**src/rtl/rr_arbiter_4req_if.sv**
```systemverilog
// rtl/rr_arbiter_4req_if.sv - request/grant bundle between requesters and the round-robin arbiter
//
// Purpose: carries the 4-bit request vector toward the arbiter and the
//          registered grant (one-hot, encoded index, valid) back out.
// Signals:
//   req        4  request vector, bit i = requester i
//   gnt        4  one-hot grant, 0000 when none
//   gnt_idx    2  encoded index of the granted bit, 00 when none
//   gnt_valid  1  high whenever gnt is non-zero
// Modports:
//   master  requester side (drives req, observes the grant)
//   slave   arbiter side (observes req, drives the grant)
interface rr_arbiter_4req_if;
  logic [3:0] req;
  logic [3:0] gnt;
  logic [1:0] gnt_idx;
  logic       gnt_valid;

  modport master (
    output req,
    input  gnt,
    input  gnt_idx,
    input  gnt_valid
  );

  modport slave (
    input  req,
    output gnt,
    output gnt_idx,
    output gnt_valid
  );
endinterface

```
**src/rtl/rr_arbiter_4req.sv**
```systemverilog
// rtl/rr_arbiter_4req.sv - 4-requester round-robin arbiter with bounded grant hold
//
// Purpose: shares one encoder/datapath slot among 4 requesters. A grant is
//          held while its owner keeps requesting, up to MAX_HOLD consecutive
//          cycles, then passed on round-robin if anyone else is waiting.
// Parameters:
//   MAX_HOLD  max consecutive grant cycles per owner, 0 = unlimited (0..255)
// Ports:
//   clk   in  single clock, rising edge
//   rst   in  synchronous reset, active-high
//   bus   slave modport of rr_arbiter_4req_if (req in; gnt, gnt_idx, gnt_valid out)
module rr_arbiter_4req #(
  parameter int MAX_HOLD = 8
) (
  input  logic                 clk,
  input  logic                 rst,
  rr_arbiter_4req_if.slave     bus
);

  typedef enum logic {
    IDLE = 1'b0,
    BUSY = 1'b1
  } state_t;

  state_t      state;
  logic [1:0]  ptr;
  logic [7:0]  hold_cnt;
  logic [3:0]  gnt_r;
  logic [1:0]  gnt_idx_r;
  logic        gnt_valid_r;

  logic [3:0]  cand;
  logic [2:0]  win;
  logic        owner_req;
  logic        timeout;

  // Returns {found, index} of the first set bit of c scanning base, base+1, ... mod 4.
  // Scanning from the far end lets the nearest offset overwrite the result last.
  function automatic logic [2:0] pick(input logic [3:0] c, input logic [1:0] base);
    logic [2:0] r;
    logic [1:0] i;
    r = 3'b000;
    for (int k = 3; k >= 0; k--) begin
      i = base + 2'(k);
      if (c[i]) r = {1'b1, i};
    end
    return r;
  endfunction

  always_comb begin
    // Owner is excluded from competition; in IDLE gnt is zero so this is plain req.
    cand      = bus.req & ~gnt_r;
    win       = pick(cand, ptr);
    owner_req = |(bus.req & gnt_r);
    timeout   = (MAX_HOLD != 0) && (hold_cnt == 8'(MAX_HOLD));
  end

  always_ff @(posedge clk) begin
    if (rst) begin
      state       <= IDLE;
      ptr         <= 2'd0;
      hold_cnt    <= 8'd0;
      gnt_r       <= 4'b0000;
      gnt_idx_r   <= 2'd0;
      gnt_valid_r <= 1'b0;
    end else begin
      case (state)
        IDLE: begin
          if (win[2]) begin
            state       <= BUSY;
            gnt_r       <= 4'b0001 << win[1:0];
            gnt_idx_r   <= win[1:0];
            gnt_valid_r <= 1'b1;
            ptr         <= win[1:0] + 2'd1;
            hold_cnt    <= 8'd1;
          end
        end
        BUSY: begin
          if (!owner_req || timeout) begin
            if (win[2]) begin
              // Hand over in the same edge: no idle bubble between owners.
              gnt_r       <= 4'b0001 << win[1:0];
              gnt_idx_r   <= win[1:0];
              gnt_valid_r <= 1'b1;
              ptr         <= win[1:0] + 2'd1;
              hold_cnt    <= 8'd1;
            end else if (!owner_req) begin
              state       <= IDLE;
              gnt_r       <= 4'b0000;
              gnt_idx_r   <= 2'd0;
              gnt_valid_r <= 1'b0;
            end else begin
              // Timed out with nobody waiting: owner keeps it, ptr untouched.
              hold_cnt    <= 8'd1;
            end
          end else if (hold_cnt != 8'hFF) begin
            hold_cnt <= hold_cnt + 8'd1;
          end
        end
        default: state <= IDLE;
      endcase
    end
  end

  assign bus.gnt       = gnt_r;
  assign bus.gnt_idx   = gnt_idx_r;
  assign bus.gnt_valid = gnt_valid_r;

endmodule
```
**src/flat_wrapper.sv**
```systemverilog
// flat-port wrapper written by rule: the top's interface ports become plain ports
module rr_arbiter_4req_flat 
#(
  parameter int MAX_HOLD = 8
)
  (clk, rst, bus_req, bus_gnt, bus_gnt_idx, bus_gnt_valid);
  rr_arbiter_4req_if bus_i ();
  input  logic clk;
  input  logic rst;
  input wire logic [$bits(bus_i.req)-1:0] bus_req;
  output wire logic [$bits(bus_i.gnt)-1:0] bus_gnt;
  output wire logic [$bits(bus_i.gnt_idx)-1:0] bus_gnt_idx;
  output wire logic [$bits(bus_i.gnt_valid)-1:0] bus_gnt_valid;
  assign bus_i.req = bus_req;
  assign bus_gnt = bus_i.gnt;
  assign bus_gnt_idx = bus_i.gnt_idx;
  assign bus_gnt_valid = bus_i.gnt_valid;
  rr_arbiter_4req #(.MAX_HOLD(MAX_HOLD)) u_core (.clk(clk), .rst(rst), .bus(bus_i));
endmodule
```
**config.mk**
```make
export PLATFORM = sky130hd
export DESIGN_NAME = rr_arbiter_4req_flat
export DESIGN_NICKNAME = d
export VERILOG_FILES = /design/src/rtl/rr_arbiter_4req_if.sv /design/src/rtl/rr_arbiter_4req.sv /design/src/flat_wrapper.sv
export SDC_FILE = /design/constraint.sdc
export NUM_CORES = 1
export LEC_CHECK = 0
export BUFFER_PORTS_ARGS = -buffer_cell sky130_fd_sc_hd__buf_2
export CORE_MARGIN = 5
export CORE_UTILIZATION = 38
export DETAILED_ROUTE_END_ITERATION = 10
export MAX_ROUTING_LAYER = met4
export SYNTH_ARGS = -nofsm -noshare
export SYNTH_HDL_FRONTEND = slang
export SYNTH_SLANG_ARGS = --single-unit
```
**constraint.sdc**
```tcl
create_clock -name clk -period 1.78 [get_ports clk]
set_input_delay 0.089 -clock clk [delete_from_list [all_inputs] [get_ports clk]]
set_output_delay 0.089 -clock clk [all_outputs]
set_load 0.02 [all_outputs]
```
==> insert_results.sql <==
INSERT INTO impl_metrics (metric_group, metric, value, unit) VALUES
('clock_tree', 'cts.reportedPaths.clkPinSlew', '0.11', 'ns'),
('routing', 'route.detailed.vias_per_inst', '5.42', ''),
('global_route', 'grt_first_pass_wirelength', '3860', 'um'),
('sta', 'tightest_slew', '0.380', 'ns'),
('floorplanning', 'core.rowCount', '19', ''),
('layout', 'design.final.nets', '152', ''),
('placed_design', 'final_replace_weighted_congestion', '0.824', ''),
('sta', 'timing.fmax', '580', 'MHz'),
('routing', 'initialDrtViolationCount', '28', ''),
('clock_tree', 'clk_latency_worst_skew_pair', '0.29', 'ns'),
('layout', 'layoutNonFillerInstCount', '172', ''),
('clock_tree', 'clock_sinks', '18', ''),
('global_route', 'pin_count_of_the_biggest_net_entering_global_routing', '15', ''),
('logic_synthesis', 'postSynth.topFlopCell', 'sky130_fd_sc_hd__dfxtp_1', ''),
('sta', 'post-route-min-period', '1.72', 'ns'),
('power', 'peakVddDrop', '761', 'uV'),
('layout', 'syn_to_final_growth', '21.0', '%'),
('layout', 'antenna_cells', '0', ''),
('logic_synthesis', 'number_of_flops_mapped_to_enable_cells_by_yosys', '0', ''),
('logic_synthesis', 'syn-cell-area', '1080', 'um2'),
('floorplanning', 'core-area', '2730', 'um2'),
('layout', 'drive_above_1_share', '0.326', ''),
('critical_path', 'worstRegToRegCells', '7', ''),
('sta', 'totalNegativeSetupSlack', '0', 'ns'),
('sta', 'timing.final.max_slew_violations', '0', ''),
('routing', 'wire_per_inst', '13.4', 'um'),
('power', 'total_power', '1.49', 'mW'),
('job', 'maxCapViolCount', '0', ''),
('critical_path', 'endpoint_of_the_lowest_slack_register_to_register_path', 'u_core.hold_cnt[3]', ''),
('clock_tree', 'number_of_buffers_created_by_cts', '3', ''),
('critical_path', 'reg2reg_slack', '0.06', 'ns'),
('logic_synthesis', 'synth_top_cell_area_share', '0.333', ''),
('floorplanning', 'chipHeight', '63.4', 'um'),
('power', 'power_per_cell_area', '1140', 'nW/um2'),
('sta', 'worst_relative_slew_slack', '0.747', ''),
('critical_path', 'worstReg2RegStart', 'u_core.bus.gnt[2]', ''),
('critical_path', 'cp-end-kind', 'register', ''),
('logic_synthesis', 'synth_nets', '128', ''),
('sta', 'hold_viol_final', '0', ''),
('routing', 'routed_vias', '933', ''),
('logic_synthesis', 'post_synth_inst_count', '118', ''),
('floorplanning', 'start_util', '0.396', ''),
('routing', 'final_routed_wirelength_across_all_metal_layers', '2300', 'um'),
('placed_design', 'placedCellCount', '164', ''),
('global_route', 'grt_antenna_before_repair', '0', ''),
('sta', 'whs', '0.130', 'ns'),
('clock_tree', 'cts_tree', 'built', ''),
('logic_synthesis', 'yosys_warnings', '0', ''),
('floorplanning', 'area_enclosed_by_the_die_boundary', '4020', 'um2'),
('sta', 'fin_skew', '0.00220', 'ns'),
('power', 'power.static_leakage', '0.505', 'nW'),
('critical_path', 'critPathKind', 'reg2reg', ''),
('logic_synthesis', 'postSynthAreaPerCell', '9.17', 'um2'),
('logic_synthesis', 'synth_cell_types', '40', ''),
('routing', 'antenna_violating_nets_post_route', '0', ''),
('routing', 'drc', '0', ''),
('critical_path', 'arrival', '1.96', 'ns'),
('sta', 'final.setup.worst_slack', '0.0572', 'ns'),
('run_status', 'status', 'finished clean', ''),
('placed_design', 'detailed_place.area', '1210', 'um2'),
('placed_design', 'io_port_bufs', '12', ''),
('critical_path', 'setup.worst_path.end', 'u_core.hold_cnt[3]', ''),
('critical_path', 'critPathRequiredTime', '2.01', 'ns'),
('global_route', 'grt_util_all_layers', '0.118', ''),
('placed_design', 'dp_worst_setup_slack', '0.0186', 'ns'),
('logic_synthesis', 'yosysMostFrequentCell', 'sky130_fd_sc_hd__dfxtp_1', ''),
('layout', 'final_core_util', '0.479', ''),
('logic_synthesis', 'synth_seq_cells', '18', ''),
('placed_design', 'post-dp-hpwl', '1700', 'um'),
('critical_path', 'crit_path_max_fanout', '9', ''),
('clock_tree', 'cts.root.buffer_cell', 'sky130_fd_sc_hd__clkbuf_4', '');
[placed cells by master (no fill, tap or decap), drive strengths merged, types with 2 or more instances in the layout]
master / synthesis / final
a22oi: 2 / 2
o21ai: 3 / 3
a21o: 4 / 4
nor2b: 3 / 3
clkbuf: 1 / 4
nor4b: 2 / 2
clkinv: 2 / 2
nand2: 9 / 9
ha: 4 / 4
nand3: 7 / 7
nand4: 2 / 2
and3: 2 / 2
dfxtp: 18 / 18
a211oi: 6 / 6
nand3b: 7 / 7
or3: 3 / 3
inv: 5 / 5
a21oi: 15 / 15
xnor2: 3 / 3
buf: 2 / 22
nor2: 6 / 6
[power by group]
part / internal, mW / leakage (nW) / total, mW / switching (mW)
sequential: 0.474 / 0.148 / 0.549 / 0.0758
combinational: 0.305 / 0.336 / 0.682 / 0.377
clock: 0.125 / 0.0210 / 0.257 / 0.132
[metal layers]
metal / vias to the layer above / global-route usage / wire length, um
li1: 479 / - / -
met3: 2 / 0.0160 / 63
met5: - / - / 0
met2: 11 / 0.183 / 1050
met1: 441 / 0.159 / 1170
met4: 0 / 0.0390 / 17
[what timing repair did]
item	4_1_cts	5_1_grt
hold buffers	0	0
endpoints found under the setup margin	0	12
resized for setup	0	8
setup buffers	0	4
[cells by family (layout without fill, tap and decap cells)]
| group | after synthesis | count (layout) | share of synthesized area |
|---|---|---|---|
| xor gates and xnor gates | 3 | 3 | 0.0243 |
| DFF | 18 | 18 | 0.333 |
| buffers and inverters | 10 | 33 | 0.0497 |
| and+or+nand+nor | 49 | 49 | 0.286 |
| AOI/OAI and AO/OA | 34 | 34 | 0.261 |
| adders and majority gates | 4 | 4 | 0.0462 |
[sequential cells by signal (all words and copies together), names as in the netlist]
signal,flops
u_core.bus.gnt_valid,1
u_core.state,1
u_core.bus.gnt,4
u_core.hold_cnt,8
u_core.bus.gnt_idx,2
u_core.ptr,2
[critical path: stages, from the launching register on]
cell	delay (ns)
sky130_fd_sc_hd__dfxtp_2	0.33
sky130_fd_sc_hd__and2b_2	0.26
sky130_fd_sc_hd__nor4_4	0.06
sky130_fd_sc_hd__buf_4	0.16
sky130_fd_sc_hd__buf_4	0.13
sky130_fd_sc_hd__a21o_4	0.24
sky130_fd_sc_hd__or3_1	0.34
sky130_fd_sc_hd__a21oi_1	0.14
[layout make-up]
class	count	area, um2
fillers	256	1420
multi-input cells	90	697
flip-flops and latches	18	363
repair buffers	22	148
well taps	31	38.8
clock buffers	4	36.3
inverters	7	27.5
[how the worst min path moves through the flow]
stage / end / cells past startpoint
floorplan: u_core.ptr[0] / 1
global placement: u_core.bus.gnt_valid / 2
detailed placement: u_core.bus.gnt_valid / 2
CTS: u_core.bus.gnt_valid / 2
global route: u_core.bus.gnt_valid / 2
finish: u_core.bus.gnt_valid / 2
(Power assumes the default switching activity.)
